<file path="src/rtl/cache_hier_pkg.sv">
// Shared types and helpers for the two-level cache hierarchy controller.
// State and response-source encodings live here so bench and RTL agree on them.
package cache_hier_pkg;

   typedef enum logic [2:0] {
      IDLE   = 3'd0,
      L1_RD  = 3'd1,
      L2_RD  = 3'd2,
      MEM_RD = 3'd3,
      FILL   = 3'd4,
      WRITE  = 3'd5
   } state_t;

   typedef enum logic [1:0] {
      SRC_L1  = 2'd0,
      SRC_L2  = 2'd1,
      SRC_MEM = 2'd2,
      SRC_WR  = 2'd3
   } src_t;

   // Longest of the three level latencies; sizes the shared latency counter.
   function automatic int max_delay(input int a, input int b, input int c);
      int m;
      m = a;
      if (b > m) m = b;
      if (c > m) m = c;
      return m;
   endfunction

endpackage

</file>
<file path="src/rtl/lat_counter.sv">
// Per-state cycle counter: loads 1 on state entry and counts up, holding at all-ones.
// done flags the cycle in which the count equals the requested delay.
module lat_counter #(
   parameter int W = 4
) (
   input  logic         clk,
   input  logic         rst,
   input  logic         start,
   input  logic [W-1:0] delay,
   output logic [W-1:0] count,
   output logic         done
);

   always_ff @(posedge clk) begin
      if (rst) begin
         count <= '0;
      end else if (start) begin
         count <= W'(1);
      end else if (count != '1) begin
         count <= count + W'(1);
      end
   end

   assign done = (count == delay);

endmodule

</file>
<file path="src/rtl/cache_hier_ctrl.sv">
// Two-level cache hierarchy controller: valid/ready request in, one-cycle response out,
// read miss fill from L2/memory and write-through to every level.
module cache_hier_ctrl
   import cache_hier_pkg::*;
#(
   parameter int ADDR_W    = 32,
   parameter int DATA_W    = 32,
   parameter int L1_DELAY  = 3,
   parameter int L2_DELAY  = 3,
   parameter int MEM_DELAY = 8,
   parameter int CNT_W     = 16
) (
   input  logic              clk,
   input  logic              rst,
   input  logic              req_valid,
   output logic              req_ready,
   input  logic              req_we,
   input  logic [ADDR_W-1:0] req_addr,
   input  logic [DATA_W-1:0] req_wdata,
   output logic              resp_valid,
   output logic [DATA_W-1:0] resp_rdata,
   output logic [1:0]        resp_src,
   output logic [ADDR_W-1:0] lvl_addr,
   output logic [DATA_W-1:0] lvl_wdata,
   output logic              l1_en,
   output logic              l2_en,
   output logic              mem_en,
   output logic              l1_we,
   output logic              l2_we,
   output logic              mem_we,
   input  logic              l1_hit,
   input  logic              l2_hit,
   input  logic [DATA_W-1:0] l1_rdata,
   input  logic [DATA_W-1:0] l2_rdata,
   input  logic [DATA_W-1:0] mem_rdata,
   output logic [CNT_W-1:0]  cnt_l1_hit,
   output logic [CNT_W-1:0]  cnt_l2_hit,
   output logic [CNT_W-1:0]  cnt_mem
);

   localparam int MAX_D = max_delay(L1_DELAY, L2_DELAY, MEM_DELAY);
   localparam int LAT_W = $clog2(MAX_D + 1);

   // Handshake: a request transfers on an edge where req_valid && req_ready are both
   // high. req_ready is high only in IDLE and never while rst is asserted; the
   // requester holds req_valid (and its payload) until that edge.

   state_t              state_q, state_d;
   src_t                src_q;
   logic [ADDR_W-1:0]   addr_q;
   logic [DATA_W-1:0]   data_q;
   logic [DATA_W-1:0]   rdata_q;
   logic [LAT_W-1:0]    lat_cnt;
   logic [LAT_W-1:0]    lat_delay;
   logic                lat_done;
   logic                lat_start;
   logic                accept;

   assign accept    = req_valid && req_ready;
   assign lat_start = (state_d != state_q);

   always_comb begin
      lat_delay = LAT_W'(L1_DELAY);
      unique case (state_q)
         L2_RD:   lat_delay = LAT_W'(L2_DELAY);
         MEM_RD:  lat_delay = LAT_W'(MEM_DELAY);
         WRITE:   lat_delay = LAT_W'(MAX_D);
         default: lat_delay = LAT_W'(L1_DELAY);
      endcase
   end

   lat_counter #(
      .W(LAT_W)
   ) u_lat (
      .clk   (clk),
      .rst   (rst),
      .start (lat_start),
      .delay (lat_delay),
      .count (lat_cnt),
      .done  (lat_done)
   );

   // State register
   always_ff @(posedge clk) begin
      if (rst) begin
         state_q <= IDLE;
      end else begin
         state_q <= state_d;
      end
   end

   // Next-state logic
   always_comb begin
      state_d = state_q;
      unique case (state_q)
         IDLE: begin
            if (accept) state_d = req_we ? WRITE : L1_RD;
         end
         L1_RD: begin
            if (lat_done) state_d = l1_hit ? FILL : L2_RD;
         end
         L2_RD: begin
            if (lat_done) state_d = l2_hit ? FILL : MEM_RD;
         end
         MEM_RD: begin
            if (lat_done) state_d = FILL;
         end
         WRITE: begin
            if (lat_done) state_d = FILL;
         end
         FILL:    state_d = IDLE;
         default: state_d = IDLE;
      endcase
   end

   // Output logic; FILL doubles as the write-done response cycle when src is SRC_WR.
   always_comb begin
      req_ready  = 1'b0;
      resp_valid = 1'b0;
      l1_en      = 1'b0;
      l2_en      = 1'b0;
      mem_en     = 1'b0;
      l1_we      = 1'b0;
      l2_we      = 1'b0;
      mem_we     = 1'b0;
      unique case (state_q)
         IDLE:   req_ready = !rst;
         L1_RD:  l1_en     = 1'b1;
         L2_RD:  l2_en     = 1'b1;
         MEM_RD: mem_en    = 1'b1;
         FILL: begin
            resp_valid = 1'b1;
            if (src_q == SRC_L2 || src_q == SRC_MEM) begin
               l1_en = 1'b1;
               l1_we = 1'b1;
            end
            if (src_q == SRC_MEM) begin
               l2_en = 1'b1;
               l2_we = 1'b1;
            end
         end
         WRITE: begin
            l1_en  = (lat_cnt <= LAT_W'(L1_DELAY));
            l1_we  = (lat_cnt <= LAT_W'(L1_DELAY));
            l2_en  = (lat_cnt <= LAT_W'(L2_DELAY));
            l2_we  = (lat_cnt <= LAT_W'(L2_DELAY));
            mem_en = (lat_cnt <= LAT_W'(MEM_DELAY));
            mem_we = (lat_cnt <= LAT_W'(MEM_DELAY));
         end
         default: req_ready = 1'b0;
      endcase
   end

   // Captured request, fill data and response registers.
   always_ff @(posedge clk) begin
      if (rst) begin
         addr_q  <= '0;
         data_q  <= '0;
         rdata_q <= '0;
         src_q   <= SRC_L1;
      end else begin
         if (accept) begin
            addr_q <= req_addr;
            data_q <= req_wdata;
         end
         if (lat_done) begin
            unique case (state_q)
               L1_RD: begin
                  if (l1_hit) begin
                     data_q  <= l1_rdata;
                     rdata_q <= l1_rdata;
                     src_q   <= SRC_L1;
                  end
               end
               L2_RD: begin
                  if (l2_hit) begin
                     data_q  <= l2_rdata;
                     rdata_q <= l2_rdata;
                     src_q   <= SRC_L2;
                  end
               end
               MEM_RD: begin
                  data_q  <= mem_rdata;
                  rdata_q <= mem_rdata;
                  src_q   <= SRC_MEM;
               end
               WRITE:   src_q <= SRC_WR;
               default: src_q <= src_q;
            endcase
         end
      end
   end

   // Saturating performance counters, bumped in the response cycle.
   always_ff @(posedge clk) begin
      if (rst) begin
         cnt_l1_hit <= '0;
         cnt_l2_hit <= '0;
         cnt_mem    <= '0;
      end else if (state_q == FILL) begin
         if (src_q == SRC_L1 && cnt_l1_hit != '1) cnt_l1_hit <= cnt_l1_hit + CNT_W'(1);
         if (src_q == SRC_L2 && cnt_l2_hit != '1) cnt_l2_hit <= cnt_l2_hit + CNT_W'(1);
         if (src_q == SRC_MEM && cnt_mem != '1)   cnt_mem    <= cnt_mem + CNT_W'(1);
      end
   end

   assign lvl_addr   = addr_q;
   assign lvl_wdata  = data_q;
   assign resp_rdata = rdata_q;
   assign resp_src   = src_q;

endmodule

</file>
<file path="config.mk">
export PLATFORM = sky130hd
export DESIGN_NAME = cache_hier_ctrl
export DESIGN_NICKNAME = d
export VERILOG_FILES = /design/src/rtl/cache_hier_pkg.sv /design/src/rtl/lat_counter.sv /design/src/rtl/cache_hier_ctrl.sv
export SDC_FILE = /design/constraint.sdc
export NUM_CORES = 1
export LEC_CHECK = 0
export CAP_MARGIN = 25
export CORE_UTILIZATION = 25
export CTS_CLUSTER_DIAMETER = 80
export DETAILED_ROUTE_END_ITERATION = 6
export GPL_ROUTABILITY_DRIVEN = 1
export PLACE_DENSITY_LB_ADDON = 0.1
export REMOVE_ABC_BUFFERS = 1
export SLEW_MARGIN = 30
export SYNTH_ARGS = -nofsm -noshare
export SYNTH_HDL_FRONTEND = slang
export SYNTH_SLANG_ARGS = --single-unit
</file>
<file path="constraint.sdc">
create_clock -name clk -period 2.3 [get_ports clk]
set_input_delay 0.46 -clock clk [delete_from_list [all_inputs] [get_ports clk]]
set_output_delay 0.46 -clock clk [all_outputs]
set_load 0.05 [all_outputs]
</file>
==> results of run 1 <==
==> flip-flops by register name, summed over array words and instances (netlist names) <==
| name | flops |
|---|---|
| cnt_l1_hit | 16 |
| cnt_l2_hit | 16 |
| cnt_mem | 16 |
| lvl_addr | 32 |
| lvl_wdata | 32 |
| resp_rdata | 32 |
| resp_src | 2 |
| state_q | 3 |
| u_lat.count | 4 |
==> power by group <==
part | leakage (uW) | switching (uW) | internal (uW)
registers | 0.00124 | 60.8 | 2730
clock network | 0.000290 | 1400 | 1470
logic | 0.00281 | 796 | 696
==> worst max-delay path by stage <==
| stage | startpoint | slack [ps] | end | cells after the start |
|---|---|---|---|---|
| finish | resp_src[0] | 100 | l1_en | 5 |
| detailed placement | l1_hit | -40 | lvl_wdata[31] | 7 |
| global placement | l1_hit | -20 | resp_src[0] | 6 |
| floorplan | state_q[1] | -1820 | lvl_wdata[29] | 5 |
| CTS | state_q[2] | 3 | mem_en | 5 |
| global route | u_lat.count[1] | 0.005 | mem_en | 7 |
==> worst max-delay path: stages (launching register included) <==
cell	delay, ps
dfxtp_1	380
inv_1	80
ha_1	290
a21oi_1	250
o22ai_2	140
buf_12	170
==> layer usage <==
metal / vias up / part of all wire / global-route usage
li1: 4056 / - / -
met2: 241 / 0.47 / 0.3115
met5: - / 0 / 0
met1: 3735 / 0.44 / 0.2337
met3: 21 / 0.074 / 0.05477
met4: 0 / 0.016 / 0.05199
==> metrics by stage <==
step	power (uW)	util
detailed placement	4332	0.3881
global placement	4332	0.3881
floorplan	3538	-
global route	7495	0.4100
finish	7155	0.4100
CTS	7284	0.4089
==> area by class of cell <==
type                       count  area, sq um  area share
sequential                   153         3077      0.2505
inverter                       6        26.28    0.002140
clock buffer                  17        425.4     0.03464
multi-input combinational    747         4320      0.3518
tap                          390        488.0     0.03974
clock inverter                15        175.2     0.01426
timing repair buffer         371         3769      0.3069
==> logic make-up after synthesis <==
logic type / share of synthesized area
compound gates: 0.1999
xor+xnor: 0.04904
fa+ha+maj: 0.01303
buf+inv: 0.04350
flops: 0.3988
mux: 0.03600
simple gates: 0.2597
==> cells in the final DEF (no fill, tap or decap), drive strengths merged, types with 6 or more instances in the layout <==
| cell | instances |
|---|---|
| nand2 | 256 |
| a21oi | 106 |
| nand2b | 6 |
| dfxtp | 153 |
| o2bb2ai | 8 |
| and3 | 11 |
| o211ai | 14 |
| or3 | 6 |
| clkdlybuf4s50 | 310 |
| inv | 11 |
| nand3 | 12 |
| nor2b | 7 |
| buf | 61 |
| nor4 | 8 |
| clkbuf | 17 |
| xor2 | 18 |
| clkinv | 8 |
| nor2 | 62 |
| ha | 8 |
| and4 | 8 |
| nand4 | 13 |
| mux2 | 13 |
| a22oi | 10 |
| xnor2 | 25 |
| and2 | 6 |
| a22o | 38 |
| nor3 | 12 |
| o21ai | 32 |
| mux2i | 13 |
==> Yosys cell counts (all sizes together), types with 14 or more instances <==
master,number,area [sq um]
o211ai,14,105.1
clkbuf,48,180.2
xnor2,25,219.0
buf,25,131.4
o21ai,32,160.2
dfxtp,153,3063
xor2,18,157.7
a21oi,106,530.5
nor2,62,232.7
a22o,38,334.1
nand2,256,960.9
==> repair_timing <==
action	4_1_cts	5_1_grt
hold endpoints to repair	0	0
gates resized for setup	6	6
buffers inserted	0	2
setup endpoints to repair	4	6
==> impl_metrics.csv, run 1 <==
group,metric,value,unit
sta,hold_ws,453.6,ps
clock_tree,cts_buffer_depth,2,
grt,grt_antenna_before_repair,0,
synthesis,synthDistinctLibCells,64,
floorplan,core_area,29950,sq um
sta,tightest_slew,740.8,ps
route,drc,0,
min_path,hold_path_depth,2,
clock_tree,clock_latency,430,ps
power,peakVddDrop,0.4828,mV
route,vias,8053,
route,antenna_left,0,
power,powerDensity,582.7,nW/um^2
sta,setup_viol,0,
flow_run,drv_cap,0,
grt,grt_pass1_wl,45090,um
floorplan,dieHeight,177.3,um
route,drt_iter0_drc,359,
placed_design,place_congestion,0.7697,
placed_design,numPortBuffers,319,
layout,filler_cell_count,3107,
grt,grt_pass1_vias,7711,
synthesis,synth_warnings,0,
layout,layout-drive-gt1-share,0.1047,
clock_tree,clockRootBuffer,"clkbuf_16",
route,firstDrtPassIters,5,
synthesis,ys_seq_area_frac,0.3988,
grt,grt_overflow,0,
critical_path,regToRegStartpoint,"state_q[0]",
min_path,hold_start,"lvl_addr[22]",
critical_path,critPathCaptureType,"output port",
sta,fin_crit,2195,ps
clock_tree,cts.clk_slew.worst_paths,70,ps
critical_path,r2r_end,"resp_src[0]",
synthesis,ys.flop_type,"dfxtp_1",
min_path,holdPathEnd,"lvl_addr[22]",
layout,area_delta_synth_final,59.91,%
synthesis,synth_enable_flop_cells,0,
clock_tree,ctsHoldBuffers,0,
layout,instances_no_fill,1699,
grt,grt_max_degree,134,
route,avgViaCountPerCell,4.740,
critical_path,crit_required,1840,ps
grt,grt.total_usage,0.1874,
critical_path,rrSetupSlack,240,ps
status,status,"finished, final reports clean",
layout,nets,1470,
synthesis,synthArstFlopShare,0,
critical_path,worstRegToRegCells,7,
sta,finalHoldViolations,0,
sta,clock_skew,18.10,ps
synthesis,synth-seq-cells,153,
clock_tree,cts_buffers,17,
route,wl,29810,um
layout,diodes,0,
clock_tree,cts-htree-levels,4,
floorplan,num_rows,63,
sta,relSlewSlack,0.5061,
placed_design,dpl_worst_slack,-39.25,ps
sta,rsz0062_at_grt,"false",
route,wl_per_cell,17.55,um
floorplan,io_pins,320,
sta,setup-tns-final,0,ps
sta,final.setup.worst_slack,105.0,ps
critical_path,path_max_fanout,4,
floorplan,start_util,0.2564,
min_path,min_path_type,"register to register",
floorplan,die_x,177.3,um
sta,maxSlewViolCount,0,
floorplan,die_area,31420,sq um
placed_design,dpl_cell_area,11620,sq um
critical_path,cp.arrival,1740,ps
synthesis,syn-cell-area,7680,sq um
synthesis,syn_area_per_cell,7.845,sq um
placed_design,placed_cells,1665,
sta,post-route-period-util,0.9544,
placed_design,hpwl,21310,um
critical_path,start_kind,"register",
clock_tree,cts_tree,"built",
critical_path,path_class,"register to output port",
power,p_leak,0.004339,uW
clock_tree,cts_sinks,153,
sta,fmaxAchievable,455.6,MHz
synthesis,postSynthCellCount,979,
layout,fin_area,12280,sq um
No activity file was read; power rests on OpenSTA's default activity.
==> inputs of run 2 (changes only) <==
- RECOVER_POWER: not set -> 25
- SLEW_MARGIN: 30 -> not set
- clock period: 2.3 -> 1.8 ns (I/O delays scaled with it)
==> run 2 against run 1 <==
The flow now finishes with violations (setup timing). Sequential share of layout area decreased by 2.8 points. Clock power increased by 31%. Sequential power increased by 27%. Utilization increased by 5.4 points. Count of clock-buffer cells in the layout increased by 1. Critical path type is now register to register. Critical endpoint is now resp_src[0]. Largest cell class unchanged. Largest power group unchanged.
==> impl_metrics.csv, run 2 (synthesis gave the netlist of run 1 again) <==
group,metric,value,unit
sta,fin_crit,2000,ps
critical_path,critPathCaptureType,"register",
sta,relSlewSlack,0.4995,
clock_tree,clockRootBuffer,"clkbuf_16",
clock_tree,cts_sinks,153,
critical_path,crit_required,2090,ps
flow_run,drv_cap,0,
sta,setup-tns-final,-7472,ps
sta,tightest_slew,750.7,ps
layout,layout-drive-gt1-share,0.3607,
route,vias,8674,
critical_path,path_max_fanout,3,
floorplan,die_area,31420,sq um
critical_path,regToRegStartpoint,"u_lat.count[0]",
route,drc,0,
grt,grt_antenna_before_repair,1,
route,wl_per_cell,17.84,um
placed_design,dpl_cell_area,11800,sq um
critical_path,path_cells,"buf_6 > or4b_4 > or3_4 > a221oi_4 > buf_4 > a211oi_2",
layout,instances_no_fill,1816,
critical_path,cp.arrival,2290,ps
sta,setup_viol,78,
critical_path,slowest_stage,"or4b_4",
sta,finalHoldViolations,0,
critical_path,rrSetupSlack,-200,ps
route,firstDrtPassIters,4,
sta,maxSlewViolCount,0,
critical_path,start_kind,"register",
clock_tree,ctsHoldBuffers,0,
clock_tree,cts.clk_slew.worst_paths,70,ps
critical_path,path_class,"register to register",
power,p_leak,0.005476,uW
sta,final.setup.worst_slack,-199.8,ps
route,drt_iter0_drc,326,
layout,layout_common_cells,"buf_4 (205), nand2_1 (188), clkdlybuf4s50_1 (164), dfxtp_1 (144), a21oi_1 (85)",
clock_tree,cts-htree-levels,4,
layout,area_delta_synth_final,80.78,%
status,violations,"setup timing",
sta,clock_skew,9.985,ps
layout,multi_input_area,5161,sq um
layout,filler_cell_count,3036,
grt,grt_max_degree,136,
placed_design,place_congestion,0.8075,
clock_tree,clock_latency,430,ps
placed_design,hpwl,21920,um
floorplan,start_util,0.2564,
power,powerDensity,696.7,nW/um^2
placed_design,placed_cells,1734,
layout,layout_commonest_cell,"buf_4",
grt,grt_overflow,0,
placed_design,numPortBuffers,319,
critical_path,crit_start,"u_lat.count[0]",
layout,fin_area,13880,sq um
route,avgViaCountPerCell,4.776,
route,wl,32390,um
layout,nets,1586,
min_path,min_path_type,"register to register",
route,antenna_left,0,
grt,grt.total_usage,0.1930,
status,status,"finished with violations",
clock_tree,cts_tree,"built",
grt,grt_pass1_wl,46600,um
floorplan,dieHeight,177.3,um
grt,grt_pass1_vias,8298,
layout,seq_area,3084,sq um
critical_path,endpoint,"resp_src[0]",
sta,rsz0062_at_grt,"true",
clock_tree,cts_buffers,17,
critical_path,worstRegToRegCells,6,
sta,post-route-period-util,1.111,
floorplan,core_area,29950,sq um
sta,fmaxAchievable,500.1,MHz
floorplan,io_pins,320,
floorplan,die_x,177.3,um
floorplan,num_rows,63,
power,peakVddDrop,0.6747,mV
critical_path,r2r_end,"resp_src[0]",
critical_path,critPathMaxStageDelay,540,ps
clock_tree,cts_buffer_depth,2,
## run 2: power by group
group	total (uW)	internal (uW)	switching, uW	leakage (uW)
combinational	2350	1120	1230	0.00394
clock	3770	2120	1650	0.000292
sequential	3550	3490	67.3	0.00124
total	9670	6730	2950	0.00548
## run 2: metrics by stage
step	total power [uW]	setup slack [ps]	util	hold WS, ps
5_1_grt	10100	-294.7	0.4635	458.7
6_report	9672	-199.8	0.4635	453.8
3_5_place_dp	5617	-478.5	0.3940	446.8
4_1_cts	9719	-200.6	0.4470	429.0
3_3_place_gp	5614	-470.3	0.3940	442.8
2_1_floorplan	4520	-2320	-	424.6
## run 2: how the worst min path moves through the flow
stage	startpoint	to	slack (ps)	cells after the start
floorplan	rst	resp_src[0]	420	1
global placement	resp_rdata[19]	resp_rdata[19]	440	2
detailed placement	resp_rdata[12]	resp_rdata[12]	450	2
CTS	rst	cnt_mem[13]	430	3
global route	rst	cnt_mem[14]	460	3
finish	lvl_addr[9]	lvl_addr[9]	450	2
## run 2: final cells by class
type,instances,area share
multi-input combinational,747,0.3718
clock inverter,14,0.01154
sequential,153,0.2222
antenna,1,0.0001802
tap,390,0.03515
inverter,6,0.002163
clock buffer,18,0.03163
timing repair buffer,487,0.3254
## run 2: repair_timing
item                       CTS  global route
gates resized for setup    172           112
pin swaps                   70            59
buffers inserted            24            18
hold endpoints to repair     0             0
cloned                       6             8
setup endpoints to repair  106           122
## run 2: worst max-delay path, delay by kind of cell, from the launching register on
family / cells / cell delay, ps
AO/OA/AOI/OAI: 2 / 310
flip-flops: 1 / 330
buffers and inverters: 2 / 270
AND/OR/NAND/NOR: 2 / 940
## run 2: routing by layer
metal / track usage / part of all wire / wire, um
met3: 0.05369 / 0.068 / 2205
met1: 0.2402 / 0.44 / 14140
met5: 0 / 0 / 0
met4: 0.05306 / 0.018 / 577
met2: 0.3239 / 0.48 / 15470
==> inputs of run 3 (changes only) <==
- ABC_AREA: not set -> 0
==> results of run 3 <==
Final layout, timing and power as in run 2 (identical DEF).
